### src/rtl/jk_bank.sv
// ---------------------------------------------------------------------------
// jk_bank
// Bank of WIDTH JK flip-flops on one clock. Each bit follows J/K, D, T or
// hold rules chosen by mode. A synchronous parallel load overrides the mode,
// and reset overrides everything. A registered change flag and a saturating
// change-event counter report activity on q.
//
// Ports
//   c     in   1      clock, rising edge
//   r     in   1      synchronous active-high reset
//   en    in   1      enable for mode-driven updates (ld ignores it)
//   mode  in   2      00 JK, 01 D (j is d), 10 T (j is t), 11 hold
//   ld    in   1      synchronous parallel load of d
//   d     in   WIDTH  parallel load data
//   j     in   WIDTH  J / D / T input, depending on mode
//   k     in   WIDTH  K input, used in JK mode only
//   q     out  WIDTH  registered state
//   qn    out  WIDTH  ~q
//   chg   out  1      q changed at the most recent edge
//   cnt   out  CNT_W  saturating count of edges at which q changed
// ---------------------------------------------------------------------------
module jk_bank #(
    parameter int                WIDTH   = 4,
    parameter int                CNT_W   = 3,
    parameter logic [WIDTH-1:0]  RST_VAL = '0
) (
    input  logic              c,
    input  logic              r,
    input  logic              en,
    input  logic [1:0]        mode,
    input  logic              ld,
    input  logic [WIDTH-1:0]  d,
    input  logic [WIDTH-1:0]  j,
    input  logic [WIDTH-1:0]  k,
    output logic [WIDTH-1:0]  q,
    output logic [WIDTH-1:0]  qn,
    output logic              chg,
    output logic [CNT_W-1:0]  cnt
);

    localparam logic [1:0] MODE_JK   = 2'b00;
    localparam logic [1:0] MODE_D    = 2'b01;
    localparam logic [1:0] MODE_T    = 2'b10;
    localparam logic [1:0] MODE_HOLD = 2'b11;

    // The counter stops at all-ones instead of wrapping.
    function automatic logic [CNT_W-1:0] sat_inc(input logic [CNT_W-1:0] v);
        logic [CNT_W-1:0] r_v;
        if (v == {CNT_W{1'b1}}) begin
            r_v = v;
        end else begin
            r_v = v + 1'b1;
        end
        return r_v;
    endfunction

    logic [WIDTH-1:0] q_nxt;
    logic             changed;

    always_comb begin
        q_nxt = q;
        if (ld) begin
            q_nxt = d;
        end else if (en) begin
            case (mode)
                // JK characteristic equation: set where J, keep where not K.
                MODE_JK:   q_nxt = (j & ~q) | (~k & q);
                MODE_D:    q_nxt = j;
                MODE_T:    q_nxt = q ^ j;
                MODE_HOLD: q_nxt = q;
                default:   q_nxt = q;
            endcase
        end
    end

    // Whole-vector comparison: rewriting the current value is not a change.
    assign changed = (q_nxt != q);

    // ---- state register stage ----
    always_ff @(posedge c) begin
        if (r) begin
            q   <= RST_VAL;
            chg <= 1'b0;
            cnt <= '0;
        end else begin
            q   <= q_nxt;
            chg <= changed;
            if (changed) begin
                cnt <= sat_inc(cnt);
            end
        end
    end

    assign qn = ~q;

endmodule
### config.mk
export PLATFORM = sky130hd
export DESIGN_NAME = jk_bank
export DESIGN_NICKNAME = d
export VERILOG_FILES = /design/src/rtl/jk_bank.sv
export SDC_FILE = /design/constraint.sdc
export NUM_CORES = 1
export LEC_CHECK = 0
export ABC_CLOCK_PERIOD_IN_PS = 5600
export BUFFER_PORTS_ARGS = -buffer_cell sky130_fd_sc_hd__buf_2
export CAP_MARGIN = 20
export CORE_UTILIZATION = 50
export CTS_CLUSTER_SIZE = 8
export DETAILED_ROUTE_END_ITERATION = 6
export PLACE_DENSITY_LB_ADDON = 0.1
export SLEW_MARGIN = 0
export SYNTH_ARGS = -nofsm -noshare
export SYNTH_HDL_FRONTEND = slang
export SYNTH_SLANG_ARGS = --single-unit
export TNS_END_PERCENT = 30
### constraint.sdc
create_clock -name c -period 5.6 [get_ports c]
set_input_delay 1.12 -clock c [delete_from_list [all_inputs] [get_ports c]]
set_output_delay 1.12 -clock c [all_outputs]
set_load 0.005 [all_outputs]
Word-level counts from Yosys, hierarchy flattened
Index checks and enable logic that the tools add are counted.
{"block": "op_classes", "add_sub_neg": 1, "mul": 0, "div_mod_pow": 0, "n_lt_le_gt_ge": 0, "n_eq_ne": 5, "shifts": 0, "n_mux": 3, "n_bitwise": 7, "reduce_logical": 2}
{"operator": "4-bit case mux with 4 select lines", "n": 1}
{"operator": "4-bit bitwise AND", "n": 2}
{"operator": "4-bit two-way mux", "n": 2}
{"operator": "4-bit inverter", "n": 2}
{"operator": "2-bit equality test, second input constant", "n": 2}
{"operator": "4-bit inequality test", "n": 1}
{"operator": "4-bit bitwise OR", "n": 1}
{"operator": "4-bit bitwise XOR", "n": 1}
{"operator": "3-bit by 1-bit adder with 3-bit output, second input constant", "n": 1}
{"operator": "3-bit equality test, second input constant", "n": 1}
{"operator": "2-bit by 1-bit equality test with 1-bit output, second input constant", "n": 1}
{"operator": "2-bit zero test", "n": 1}
{"operator": "2-bit AND reduction", "n": 1}
{"operator": "1-bit inverter", "n": 1}
{"block": "word_totals", "reg_bits": 8, "latchBits": 0, "ram_bits": 0, "romBits": 0, "out_inout_bits": 12, "memories": 0}

Logic depth before layout (Yosys ltp)
{"block": "logic_depth", "word_depth": 8, "depth_mapped": 6, "ltp_nobuf": 5}

Worst setup path before layout
Ideal clock, no wire load.
{"block": "synth_path", "kind": "input to register", "from": "input port mode[0]", "to": "register cnt[0]", "arrival_ns": 2.495, "path_slack_ns": 2.984, "cell_stages": 5, "path_buffers": 1, "path_cell_list": "buf_4 > o221ai_2 > o41a_1 > o311ai_4 > mux2_4"}
{"block": "synth_between", "elab_chain_cells": 6}
{"item": "start: declaration", "line": "30", "rtl": "input logic [1:0] mode,"}
{"item": "2-bit equality test, or another cell as far along", "line": "65", "rtl": "case (mode)"}
{"item": "4-bit case mux with 4 select lines (*)", "line": "65"}
{"item": "4-bit two-way mux (*)", "line": "64", "rtl": "end else if (en) begin"}
{"item": "4-bit two-way mux (*)", "line": "62", "rtl": "if (ld) begin"}
{"item": "4-bit inequality test (*)", "line": "77", "rtl": "assign changed = (q_nxt != q);"}
{"item": "2-bit AND reduction (no line) (*)"}
{"item": "end signal: assignment", "line": "89", "rtl": "cnt <= sat_inc(cnt);"}
{"item": "end: declaration", "line": "38", "rtl": "output logic [CNT_W-1:0] cnt"}
Mark *: on every way between the ends. The rest lies on a longest branch, timed or not.
A chain may end at the register's enable or synchronous reset.

Worst setup path after layout
{"block": "layout_path", "from": "input port j[0]", "to": "register cnt[0]"}
{"block": "layout_between", "elab_chain_cells": 7}
{"item": "start: declaration", "line": "33", "rtl": "input logic [WIDTH-1:0] j,"}
{"item": "4-bit bitwise AND", "line": "67", "rtl": "MODE_JK: q_nxt = (j & ~q) | (~k & q);"}
{"item": "4-bit bitwise OR", "line": "67"}
{"item": "4-bit case mux with 4 select lines (*)", "line": "65"}
{"item": "4-bit two-way mux (*)", "line": "64"}
{"item": "4-bit two-way mux (*)", "line": "62"}
{"item": "4-bit inequality test (*)", "line": "77"}
{"item": "2-bit AND reduction (no line) (*)"}
Marks and branches as above.

==> results.py <==
metrics = {
    "routing": {
        "finalWirelength_mm": 1.79,
        "wl_per_cell_um": 12.9,
        "via_per_inst": 5.83,
        "drt_iter0_drc": 18,
        "final_antenna_net_count": 0,
        "vias": 804,
        "drt_first_pass_iters": 4,
        "drc": 0,
    },
    "floorplanning": {
        "die_y_um": 40.6,
        "start_util": 0.552,
        "die_area_mm2": 0.00165,
        "die_x_um": 40.6,
        "num_rows": 13,
        "ioPinCount": 30,
        "core_area_mm2": 0.00135,
    },
    "logic_synthesis": {
        "synth_top_area_frac": 0.215,
        "synthArstFlopShare": 0,
        "synth_area_leaders": "dfxtp_1, nand2_1, o211ai_1",
        "synth_common_cells": "nand2_1, dfxtp_1, inv_1, nor2_1",
        "synth_seq_cells": 8,
        "syn_avg_cell_area_um2": 7.53,
        "ys_types": 32,
        "syn_area_um2": 746,
        "synth_most_common_cell": "nand2_1",
        "yosysWarnings": 0,
        "synthFlopType": "dfxtp_1",
        "yosysSeqAreaShare": 0.215,
        "synthCells": 99,
        "synth_edf_count": 0,
        "synth_top_area_cell": "dfxtp_1",
        "syn_nets": 119,
    },
    "hold_path": {
        "hold_path_class": "reg -> reg",
    },
    "timing": {
        "relSlewSlack": 0.641,
        "period_share": 0.451,
        "fmax_mhz": 396,
        "hold_slack_ns": 0.511,
        "drv_slew": 0,
        "min_period_ns": 2.53,
        "setup_viol": 0,
        "final-hold-violation-count": 0,
        "worst_pin_slew_ns": 0.535,
        "worst_clock_skew_ns": 0.000715,
        "setup_tns_ns": 0,
        "setup_slack_ns": 3.07,
        "rsz0062_at_grt": "no",
    },
    "worst_setup_path": {
        "cp_data_arrival_time_ns": 2.68,
        "slowest_stage": "o41a_1",
        "worstSetupStartpointType": "input pin",
        "crit_fanout": 5,
        "crit_family": "compound AO/OA/AOI/OAI gates",
        "crit_chain": "buf_2 > or2b_1 > o221ai_2 > o41a_1 > o311ai_4 > mux2_4",
        "critical_path_buf_inv_count": 1,
        "max_stage_delay_ns": 0.47,
        "critical_path_class": "in -> reg",
        "end_kind": "flip-flop",
        "required_ns": 5.75,
    },
    "final_layout": {
        "syn_to_final_growth_pct": 19.3,
        "drive_above_1_share": 0.285,
        "fin_util": 0.659,
        "finalNetCount": 145,
        "num_antenna_cells": 0,
    },
    "global_route": {
        "grt_pass1_vias": 651,
        "grt_max_degree": 16,
        "antenna_found_initial": 0,
        "grt_pass1_wl_mm": 2.80,
        "grt_usage": 0.271,
        "grt_overflow": 0,
    },
    "cts": {
        "post_cts_buffers": 0,
        "root_buffer": "clkbuf_4",
        "clockBufferDepth": 2,
        "clkLatencyLatePin_ns": 0.26,
        "cts_hold_buf": 0,
        "clkTransAtPathRegs_ns": 0.05,
        "cts_tree": "yes",
        "ctsResizeCount": 0,
        "numCtsBuffers": 3,
        "h-tree-depth": 1,
        "cts_sinks": 8,
    },
    "flow_run": {
        "maxCapViolations": 0,
    },
    "pwr": {
        "power.density_mw_per_mm2": 198,
        "peakVddDrop_mv": 0.139,
        "power_mw": 0.176,
        "leakagePower_nw": 0.395,
    },
    "status": {
        "status": "complete, no violations",
    },
    "placement": {
        "io_buffers": 29,
        "dp_hpwl_mm": 1.35,
        "place.gp.congestion": 0.831,
        "place_ws_ns": 2.80,
    },
}
[worst reg2reg max path: stages, from the launching register on]
cell,delay (ns)
dfxtp_1,0.51
or2b_1,0.17
o221ai_2,0.08
o41a_1,0.47
o311ai_4,0.38
mux2_4,0.33
[flip-flops by register name, summed over array words and instances (netlist names)]
register / cells
cnt: 3
chg: 1
q: 4
[layout make-up]
class	instances	area (um^2)
Sequential cell	8	160
Multi-Input combinational cell	76	517
Inverter	7	26.3
Clock buffer	3	22.5
Tap cell	15	18.8
Fill cell	124	460
Timing Repair Buffer	29	145
[routing by layer]
metal / global-route usage / wire length, um
met2: 0.417 / 795
met5: 0 / 0
met3: 0.0815 / 111
met1: 0.333 / 826
met4: 0.150 / 54
[report_power, final]
part	total (mW)	internal, mW	leakage (nW)	switching [mW]
Clock	0.0451	0.0246	0.0138	0.0206
Sequential	0.0710	0.0630	0.0665	0.00798
Combinational	0.0601	0.0293	0.314	0.0308
Total	0.176	0.117	0.395	0.0594
[layout by cell type, fill, tap and decap left out]
cell type / instances
a211oi_1: 1
a21oi_1: 2
a221oi_1: 4
a22oi_1: 1
a311oi_1: 1
buf_2: 29
clkbuf_4: 3
dfxtp_1: 8
ha_1: 2
inv_1: 7
mux2_4: 1
mux2i_1: 2
nand2_1: 14
nand2b_1: 4
nor2_1: 7
nor2b_1: 6
nor3_1: 5
nor4_1: 1
nor4bb_1: 1
o211ai_1: 6
o21ai_0: 4
o21ai_1: 1
o221ai_1: 3
o221ai_2: 1
o22ai_1: 1
o311ai_4: 1
o31ai_1: 1
o41a_1: 1
or2b_1: 1
xor2_1: 4
[kinds of logic after synthesis]
group                      Yosys count  synth area share
adders and majority gates            2            0.0336
muxes                                3            0.0470
buffers and inverters               15            0.0923
AOI/OAI and AO/OA                   28             0.310
DFF                                  8             0.215
xor gates and xnor gates             4            0.0470
and+or+nand+nor                     39             0.255
[path summary, 6_finish.rpt]
| check | start | to | slack [ns] | cells after the start |
|---|---|---|---|---|
| max reg2reg | q[0]$_SDFF_PP0_ | cnt[0]$_SDFFE_PP0P_ | 3.54 | 5 |
| min reg2reg | cnt[1]$_SDFFE_PP0P_ | cnt[1]$_SDFFE_PP0P_ | 0.51 | 2 |
| max | j[0] | cnt[0]$_SDFFE_PP0P_ | 3.07 | 6 |
| min | cnt[1]$_SDFFE_PP0P_ | cnt[1]$_SDFFE_PP0P_ | 0.51 | 2 |
[through the flow]
| stage | instance area [um^2] | instances |
|---|---|---|
| CTS | 890 | 138 |
| global placement | 867 | 135 |
| detailed placement | 867 | 135 |
| global route | 890 | 138 |
| finish | 890 | 138 |
| floorplan | 746 | 99 |
Note: power is estimated with default switching activity, not from simulation.
